<file path="config.mk">
export PLATFORM = sky130hd
export DESIGN_NAME = fc_argmax_stage_flat
export DESIGN_NICKNAME = d
export VERILOG_FILES = /design/src/rtl/fc_stage_pkg.sv /design/src/rtl/fc_argmax_stage_if.sv /design/src/rtl/fc_argmax_out_reg.sv /design/src/rtl/fc_argmax_stage.sv /design/src/flat_wrapper.sv
export SDC_FILE = /design/constraint.sdc
export NUM_CORES = 1
export LEC_CHECK = 0
export ABC_AREA = 1
export BUFFER_PORTS_ARGS = -buffer_cell sky130_fd_sc_hd__buf_2
export CAP_MARGIN = 20
export CORE_MARGIN = 5
export CORE_UTILIZATION = 55
export CTS_CLUSTER_DIAMETER = 80
export DETAILED_ROUTE_END_ITERATION = 16
export GPL_TIMING_DRIVEN = 0
export PLACE_DENSITY = 0.86
export SLEW_MARGIN = 0
export SYNTH_ARGS = -nofsm -noshare
export SYNTH_HDL_FRONTEND = slang
export SYNTH_SLANG_ARGS = --single-unit
export TNS_END_PERCENT = 100
</file>
<file path="constraint.sdc">
create_clock -name clk -period 3 [get_ports clk]
set_clock_uncertainty 0.2 [all_clocks]
set_input_delay 0.45 -clock clk [delete_from_list [all_inputs] [get_ports clk]]
set_output_delay 0.45 -clock clk [all_outputs]
set_load 0.005 [all_outputs]
</file>
<file path="src/rtl/fc_stage_pkg.sv">
// Shared types and helpers for the fully-connected classifier stages.
package fc_stage_pkg;

  localparam int unsigned FC_WIDTH = 16;

  typedef logic signed [FC_WIDTH-1:0] fc_data_t;

  typedef enum logic {
    ST_FIRST = 1'b0,
    ST_ACC   = 1'b1
  } fc_acc_state_e;

  function automatic int unsigned idx_width(input int unsigned n);
    return (n > 2) ? int'($clog2(n)) : 1;
  endfunction

endpackage

</file>
<file path="src/rtl/fc_argmax_stage_if.sv">
// Input stream and result beat of the argmax stage, bundled with valid/ready.
interface fc_argmax_stage_if
  import fc_stage_pkg::*;
#(
  parameter int unsigned WIDTH = FC_WIDTH,
  parameter int unsigned N     = 4
);
  localparam int unsigned IDXW = idx_width(N);

  logic                    input_valid;
  logic                    input_ready;
  logic signed [WIDTH-1:0] input_data;
  logic                    output_valid;
  logic                    output_ready;
  logic [IDXW-1:0]         output_index;
  logic signed [WIDTH-1:0] output_value;

  // Environment side: produces activations, consumes results
  modport master (
    output input_valid, input_data, output_ready,
    input  input_ready, output_valid, output_index, output_value
  );

  // Stage side
  modport slave (
    input  input_valid, input_data, output_ready,
    output input_ready, output_valid, output_index, output_value
  );

endinterface

</file>
<file path="src/rtl/fc_argmax_out_reg.sv">
// One-entry result holding register with valid/ready drain; contents stay
// stable until the beat is taken.
module fc_argmax_out_reg #(
  parameter int unsigned WIDTH = 16,
  parameter int unsigned IDXW  = 2
) (
  input  logic                    clk,
  input  logic                    rst_n,
  input  logic                    load,
  input  logic [IDXW-1:0]         load_index,
  input  logic signed [WIDTH-1:0] load_value,
  output logic                    valid,
  input  logic                    ready,
  output logic [IDXW-1:0]         index,
  output logic signed [WIDTH-1:0] value
);

  logic                    valid_q, valid_d;
  logic [IDXW-1:0]         index_q, index_d;
  logic signed [WIDTH-1:0] value_q, value_d;

  always_comb begin
    valid_d = valid_q;
    index_d = index_q;
    value_d = value_q;
    if (load) begin
      valid_d = 1'b1;
      index_d = load_index;
      value_d = load_value;
    end else if (valid_q && ready) begin
      valid_d = 1'b0;
    end
  end

  always_ff @(posedge clk or negedge rst_n) begin
    if (!rst_n) begin
      valid_q <= 1'b0;
      index_q <= '0;
      value_q <= '0;
    end else begin
      valid_q <= valid_d;
      index_q <= index_d;
      value_q <= value_d;
    end
  end

  assign valid = valid_q;
  assign index = index_q;
  assign value = value_q;

endmodule

</file>
<file path="src/rtl/fc_argmax_stage.sv">
// Running signed argmax over frames of N activations; the result is parked in a
// one-entry buffer so the next frame can accumulate while it waits.
module fc_argmax_stage
  import fc_stage_pkg::*;
#(
  parameter int unsigned WIDTH = FC_WIDTH,
  parameter int unsigned N     = 4
) (
  input  logic             clk,
  input  logic             reset,
  fc_argmax_stage_if.slave io
);

  localparam int unsigned     IDXW  = idx_width(N);
  localparam logic [IDXW-1:0] LAST  = IDXW'(N - 1);
  localparam bit              MULTI = (N > 1);

  // Asynchronous assert, clock-synchronised release
  logic [1:0] rst_sync_q, rst_sync_d;
  logic       rst_n;

  assign rst_sync_d = {rst_sync_q[0], 1'b1};

  always_ff @(posedge clk or negedge reset) begin
    if (!reset) rst_sync_q <= '0;
    else        rst_sync_q <= rst_sync_d;
  end

  assign rst_n = rst_sync_q[1];

  fc_acc_state_e           state_q, state_d;
  logic [IDXW-1:0]         count_q, count_d;
  logic [IDXW-1:0]         run_idx_q, run_idx_d;
  logic signed [WIDTH-1:0] run_max_q, run_max_d;

  logic                    last, accept, complete, take_new, out_valid;
  logic [IDXW-1:0]         idx_c;
  logic signed [WIDTH-1:0] max_c;

  // The completing sample waits while the previous result is still buffered
  assign last           = (count_q == LAST);
  assign io.input_ready = rst_n && !(last && out_valid);
  assign accept         = io.input_valid && io.input_ready;
  assign complete       = accept && last;

  assign take_new = (state_q == ST_FIRST) || (io.input_data > run_max_q);
  assign max_c    = take_new ? io.input_data : run_max_q;
  assign idx_c    = take_new ? count_q : run_idx_q;

  always_ff @(posedge clk or negedge rst_n) begin
    if (!rst_n) begin
      state_q   <= ST_FIRST;
      count_q   <= '0;
      run_idx_q <= '0;
      run_max_q <= '0;
    end else begin
      state_q   <= state_d;
      count_q   <= count_d;
      run_idx_q <= run_idx_d;
      run_max_q <= run_max_d;
    end
  end

  always_comb begin
    state_d = state_q;
    unique case (state_q)
      ST_FIRST: if (accept && MULTI) state_d = ST_ACC;
      ST_ACC:   if (complete)        state_d = ST_FIRST;
      default:                       state_d = ST_FIRST;
    endcase
  end

  always_comb begin
    count_d   = count_q;
    run_idx_d = run_idx_q;
    run_max_d = run_max_q;
    if (accept) begin
      run_max_d = max_c;
      run_idx_d = idx_c;
      count_d   = last ? '0 : count_q + IDXW'(1);
    end
  end

  fc_argmax_out_reg #(
    .WIDTH (WIDTH),
    .IDXW  (IDXW)
  ) u_out_reg (
    .clk        (clk),
    .rst_n      (rst_n),
    .load       (complete),
    .load_index (idx_c),
    .load_value (max_c),
    .valid      (out_valid),
    .ready      (io.output_ready),
    .index      (io.output_index),
    .value      (io.output_value)
  );

  assign io.output_valid = out_valid;

endmodule

</file>
<file path="src/flat_wrapper.sv">
// flat-port wrapper written by rule: the top's interface ports become plain ports
module fc_argmax_stage_flat import fc_stage_pkg::*;
#(
  parameter int unsigned WIDTH = FC_WIDTH,
  parameter int unsigned N     = 4
)
  (clk, reset, io_input_valid, io_input_data, io_output_ready, io_input_ready, io_output_valid, io_output_index, io_output_value);
  fc_argmax_stage_if #(.WIDTH(WIDTH), .N(N)) io_i ();
  input  logic clk;
  input  logic reset;
  input wire logic [$bits(io_i.input_valid)-1:0] io_input_valid;
  input wire logic [$bits(io_i.input_data)-1:0] io_input_data;
  input wire logic [$bits(io_i.output_ready)-1:0] io_output_ready;
  output wire logic [$bits(io_i.input_ready)-1:0] io_input_ready;
  output wire logic [$bits(io_i.output_valid)-1:0] io_output_valid;
  output wire logic [$bits(io_i.output_index)-1:0] io_output_index;
  output wire logic [$bits(io_i.output_value)-1:0] io_output_value;
  assign io_i.input_valid = io_input_valid;
  assign io_i.input_data = io_input_data;
  assign io_i.output_ready = io_output_ready;
  assign io_input_ready = io_i.input_ready;
  assign io_output_valid = io_i.output_valid;
  assign io_output_index = io_i.output_index;
  assign io_output_value = io_i.output_value;
  fc_argmax_stage #(.WIDTH(WIDTH), .N(N)) u_core (.clk(clk), .reset(reset), .io(io_i));
endmodule
</file>
==> flow_summary.toml, run 1 <==
[run]
cap_viol_max_count = 0

[floorplanning]
io_pins = 40
initial_utilization = 0.5632
coreArea_sq_um = 4354
rows = 24
dieWidth_microns = 76.78
fp.dieH_microns = 76.78
dieArea_sq_um = 5894

[critical_path]
slowest_delay_ps = 950
critPathRequiredTime_ps = 3030
crit_fanout = 41
cp-start-kind = "register"
critical_path_class = "reg -> reg"
arrival_ps = 2540
worstSetupEndpointType = "register"
crit_top_cell = "nand2_1"
crit_chain = "inv_1 > a21oi_1 > nand2_1 > inv_1 > nand2_1 > clkinv_1 > buf_2 > nand3_1 > nand2_1"
crit_slowest_cell = "dfrtp_2"

[finish]
nets = 397
layout-drive-gt1-share = 0.1994
antennaDiodeCount = 0
area_growth_pct = 15.51
finalCoreUtilization = 0.6506

[place]
globalplace.congestion = 0.8848
io_buffer_count = 39
pre_cts_ws_ps = 427.8
place.detailed.hpwl_mm = 3.866

[route]
wl_per_cell_microns = 12.83
drc = 0
drtPass1Iterations = 4
avgViaCountPerCell = 5.140
wirelength_mm = 5.300
drtAntennaViolNets = 0
drt_iter0_markers = 95
vias = 2123

[min_path]
holdCritPathClass = "in -> reg"

[global_routing]
grt-ovfl-total = 0
track_usage = 0.1941
first_global_vias = 2126
antenna_found_initial = 0
grt_max_degree = 42
grt_pass1_wl_mm = 9.439

[yosys]
yosys_warnings = 0
synth.area.top_cells = "dfrtp_1 43%, nand2_1 15%, nand3_1 12%"
yosysSeqAreaShare = 0.4286
netlist_top_cells_count = "101 x nand2_1, 58 x nand3_1, 48 x inv_1, 42 x dfrtp_1, 17 x ha_1"
async_reset_ff_frac = 1.000
synth_edf_count = 0
yosys.area.top_type = "dfrtp_1"
synthCells = 313
ys_ff_latch = 42
yosysUniqueCellTypes = 22
yosysMostFrequentCell = "nand2_1"
syn-num-nets = 350
synth_ff_type = "dfrtp_1"
avgSynthCellArea_sq_um = 7.835
yosys.area.top_type_share = 0.4286
netlist_area_sq_um = 2452

[sta]
worst_slack_ps = 489.5
timing.hold.ws_ps = 131.9
fin_crit_ps = 2511
tightest_slew_ps = 881.7
slew_violations = 0
max_freq_mhz = 398.3
rsz0062_at_grt = "false"
setup_viol = 0
slew_headroom = 0.4122
hold_viol_final = 0
min_period_over_period = 0.8368

[clock_tree]
numClockSinks = 42
root_buffer = "clkbuf_8"
tritoncts = "built"
clkTransAtPathRegs_ps = 80
clockBufferDepth = 2
cts_resized = 0
cts_buffers = 5
h-tree-depth = 2
clkLatencyLatePin_ps = 290

[outcome]
status = "completed"

[pwr]
irDropWorstVdd_mv = 0.4639
p_leak_nw = 1.676
power.density_nw_per_um2 = 1020
-- final timing paths --
check	startpoint	endpoint	slack, ps	cells past startpoint
hold / removal	io_output_ready	u_core.u_out_reg.valid	130	2
setup / recovery	u_core.rst_sync_q[1]	u_core.u_out_reg.value[12]	490	9
hold reg to reg	u_core.rst_sync_q[0]	u_core.rst_sync_q[1]	160	0
min in group asynchronous	u_core.rst_sync_q[1]	u_core.u_out_reg.index[0]	200	0
setup reg to reg	u_core.rst_sync_q[1]	u_core.u_out_reg.value[12]	490	9
max in group asynchronous	u_core.rst_sync_q[1]	u_core.u_out_reg.value[13]	1850	0
-- per-layer routing --
layer  global-route usage  routed length (microns)  vias to the layer above
met3              0.05504                      291                        8
li1                     -                        -                     1073
met4              0.05769                       64                        0
met1               0.2293                     2309                      993
met2               0.3396                     2634                       49
met5                    0                        0                        -
-- area by class of cell --
class,instances,area (sq um)
sequential,42,1052
buffer,11,67.56
multi-input combinational,211,1150
inverter,49,183.9
clock buffer,5,68.82
tap,52,65.06
timing repair buffer,40,205.2
clock inverter,3,40.04
fill,356,1521
-- timing repair --
action                                 CTS  global route
hold buffers                             1             0
endpoints found under the hold margin    2             0
buffers inserted                         0             0
-- cell families (layout without fill, tap and decap cells) --
family          Yosys count  in the layout  share of synthesized area
simple gates            181            181                     0.3561
buf+inv                  60            108                     0.1025
flops                    42             42                     0.4286
fa+ha+maj                17             17                    0.08673
compound gates           12             12                    0.02449
other cells               1              1                   0.001529
-- registers in the layout, summed over array words and instances (netlist names) --
signal	cells
u_core.run_max_q	16
u_core.u_out_reg.value	16
u_core.count_q	2
u_core.rst_sync_q	2
u_core.run_idx_q	2
u_core.u_out_reg.index	2
u_core.state_q	1
u_core.u_out_reg.valid	1
-- layout by cell type, fill, tap and decap left out, types with 2 or more instances in the layout --
master / count
a21oi_1: 6
buf_2: 44
clkbuf_1: 4
clkbuf_8: 5
clkinv_2: 2
dfrtp_1: 41
ha_1: 17
inv_1: 48
nand2_1: 101
nand2_2: 3
nand2_4: 11
nand3_1: 58
nand4_1: 2
nor2_1: 2
o21ai_0: 5
-- worst max-delay path, delay by kind of cell (launching register included) --
family	cells	cell delay (ps)
AO/OA/AOI/OAI	1	170
AND/OR/NAND/NOR	4	430
buffers and inverters	4	690
flip-flops	1	950
-- per-stage QoR --
step / instance area [sq um] / TNS (ps) / cells / total power (W)
2_1_floorplan: 2452 / 0 / 313 / 0.002055
3_3_place_gp: 2713 / -11.28 / 404 / 0.002381
3_5_place_dp: 2714 / 0 / 404 / 0.002443
4_1_cts: 2833 / 0 / 413 / 0.002901
5_1_grt: 2833 / 0 / 413 / 0.003163
6_report: 2833 / 0 / 413 / 0.002888
-- power breakdown --
| group | switching, W | internal, W | total, W |
|---|---|---|---|
| clock | 0.000192 | 0.000245 | 0.000437 |
| combinational | 0.000902 | 0.000568 | 0.00147 |
| sequential | 0.000154 | 0.000828 | 0.000981 |
| total | 0.00125 | 0.00164 | 0.00289 |
Note: power is estimated with default switching activity, not from simulation.
==> run 2, diff against run 1 <==
--- a/config.mk
+++ b/config.mk
@@ -9,11 +9,11 @@
 export BUFFER_PORTS_ARGS = -buffer_cell sky130_fd_sc_hd__buf_2
 export CAP_MARGIN = 20
 export CORE_MARGIN = 5
-export CORE_UTILIZATION = 55
+export CORE_UTILIZATION = 51
 export CTS_CLUSTER_DIAMETER = 80
 export DETAILED_ROUTE_END_ITERATION = 16
 export GPL_TIMING_DRIVEN = 0
-export PLACE_DENSITY = 0.86
+export PLACE_DENSITY = 0.84
 export SLEW_MARGIN = 0
 export SYNTH_ARGS = -nofsm -noshare
 export SYNTH_HDL_FRONTEND = slang
==> constraint.sdc (replaced) <==
create_clock -name clk -period 2.02 [get_ports clk]
set_clock_uncertainty 0.2 [all_clocks]
set_input_delay 0.303 -clock clk [delete_from_list [all_inputs] [get_ports clk]]
set_output_delay 0.303 -clock clk [all_outputs]
set_load 0.005 [all_outputs]
==> flow_summary.toml, run 2 (synthesis gave the netlist of run 1 again) <==
[outcome]
status = "finished with violations"
violations = "setup timing"

[sta]
timing.hold.ws_ps = 78.37
rsz0062_at_grt = "true"
setup_viol = 36
fin_crit_ps = 2364
worst_slack_ps = -344.1
hold_viol_final = 0
tightest_slew_ps = 513.5
slew_violations = 0
slew_headroom = 0.6565
max_freq_mhz = 423.0
min_period_over_period = 1.170

[critical_path]
r2r_cells = 15
endpoint = "u_core.u_out_reg.value[10]"
timing.rr.end = "u_core.u_out_reg.value[10]"
crit_fanout = 5
cp-start-kind = "register"
arrival_ps = 2370
crit_start = "u_core.run_max_q[9]"
r2r_setup_slack_ps = -340
reg2reg_from = "u_core.run_max_q[9]"
critical_path_class = "reg -> reg"
critPathRequiredTime_ps = 2030
worstSetupEndpointType = "register"

[clock_tree]
numClockSinks = 42
clockBufferDepth = 2
root_buffer = "clkbuf_8"
h-tree-depth = 2
clkLatencyLatePin_ps = 310
clkTransAtPathRegs_ps = 90
cts_buffers = 5
tritoncts = "built"

[finish]
design_area_sq_um = 3246
layout-drive-gt1-share = 0.3413
final_cell_mix = "95 x nand2_1, 44 x buf_2, 42 x inv_1"
antennaDiodeCount = 0
final_common_cell = "nand2_1"
nets = 411
area_growth_pct = 32.35

[pwr]
p_switching_w = 0.002292
p_seq_frac = 0.275
p_int_w = 0.002974
irDropWorstVdd_mv = 0.5831
combPwrFrac = 0.594
p_clk_frac = 0.131
p_sw_frac = 0.4353
power.density_nw_per_um2 = 1623
p_leak_nw = 1.799

[floorplanning]
fp.dieH_microns = 79.35
dieArea_sq_um = 6296
rows = 25
coreArea_sq_um = 4692
io_pins = 40
initial_utilization = 0.5227
dieWidth_microns = 79.35

[route]
drt_iter0_markers = 146
drtAntennaViolNets = 0
drc = 0
vias = 2293
wirelength_mm = 6.667
drtPass1Iterations = 4
wl_per_cell_microns = 15.54
avgViaCountPerCell = 5.345

[global_routing]
antenna_found_initial = 0
grt_pass1_wl_mm = 10.88
grt_max_degree = 21
first_global_vias = 2401
track_usage = 0.2246
grt-ovfl-total = 0

[run]
cap_viol_max_count = 0

[place]
globalplace.congestion = 0.8329
placed_area_sq_um = 2750
pre_cts_ws_ps = -318.0
place.detailed.hpwl_mm = 3.915
io_buffer_count = 39

[min_path]
holdCritPathClass = "reg -> async"
run 2: repair_timing:
item                                   in CTS  in global routing
cloned                                      1                  0
setup endpoints to repair                  39                 38
resized for setup                          30                 20
pin swaps                                  21                 25
hold buffers                                3                  0
endpoints found under the hold margin      12                  0
setup buffers                               9                  2
run 2: power by group through the flow:
| stage | Combinational [W] | Sequential (W) | Clock [W] |
|---|---|---|---|
| 3_5_place_dp | 0.00224 | 0.00146 | 0 |
| 2_1_floorplan | 0.00164 | 0.00146 | 0 |
| 3_3_place_gp | 0.00216 | 0.00145 | 0 |
| 5_1_grt | 0.00345 | 0.00150 | 0.000735 |
| 4_1_cts | 0.00290 | 0.00144 | 0.000695 |
| 6_report | 0.00313 | 0.00145 | 0.000691 |
run 2: metrics by stage:
stage / total power [W] / utilization / setup TNS (ps) / cells
final: 0.005266 / 0.6917 / -10600 / 429
after global routing: 0.005676 / 0.6917 / -14840 / 429
after CTS: 0.005032 / 0.6723 / -5704 / 427
after detailed placement: 0.003701 / 0.5861 / -8452 / 406
after global placement: 0.003610 / 0.5861 / -7370 / 406
after floorplan: 0.003098 / - / 0 / 313
run 2: layer usage:
layer | vias up | GRT usage | wire, microns
met1 | 1091 | 0.2589 | 2583
met3 | 15 | 0.04308 | 437
met2 | 83 | 0.3948 | 3490
met4 | 0 | 0.1134 | 156
li1 | 1104 | - | -
met5 | - | 0 | 0
run 2: layout make-up:
| class | count | area (sq um) |
|---|---|---|
| Fill cell | 370 | 1446 |
| Multi-Input combinational cell | 211 | 1363 |
| Buffer | 11 | 80.08 |
| Clock buffer | 5 | 68.82 |
| Timing Repair Buffer | 54 | 384.1 |
| Clock inverter | 3 | 43.79 |
| Inverter | 49 | 183.9 |
| Tap cell | 54 | 67.56 |
| Sequential cell | 42 | 1055 |
run 2: worst min-delay path by stage:
stage	from	to	slack, ps	cells after the start
2_1_floorplan	reset	u_core.rst_sync_q[0]	-190	0
3_3_place_gp	reset	u_core.rst_sync_q[0]	-110	1
3_5_place_dp	reset	u_core.rst_sync_q[0]	-110	1
4_1_cts	u_core.rst_sync_q[1]	u_core.u_out_reg.value[0]	90	1
5_1_grt	u_core.rst_sync_q[1]	u_core.run_max_q[0]	100	1
6_report	u_core.rst_sync_q[1]	u_core.u_out_reg.value[0]	80	1
run 2: worst max-delay path: stages (launching register included):
cell and delay [ps]:
dfrtp_1 380, inv_2 70, ha_4 270, nand4_1 130
nor3_2 300, nand2_1 120, nand2_1 100, nand2_2 50
nand2_2 60, nand2_4 80, nand2_8 90, buf_12 110
buf_12 130, nand2_4 60, nand3_2 50, nand2_1 70
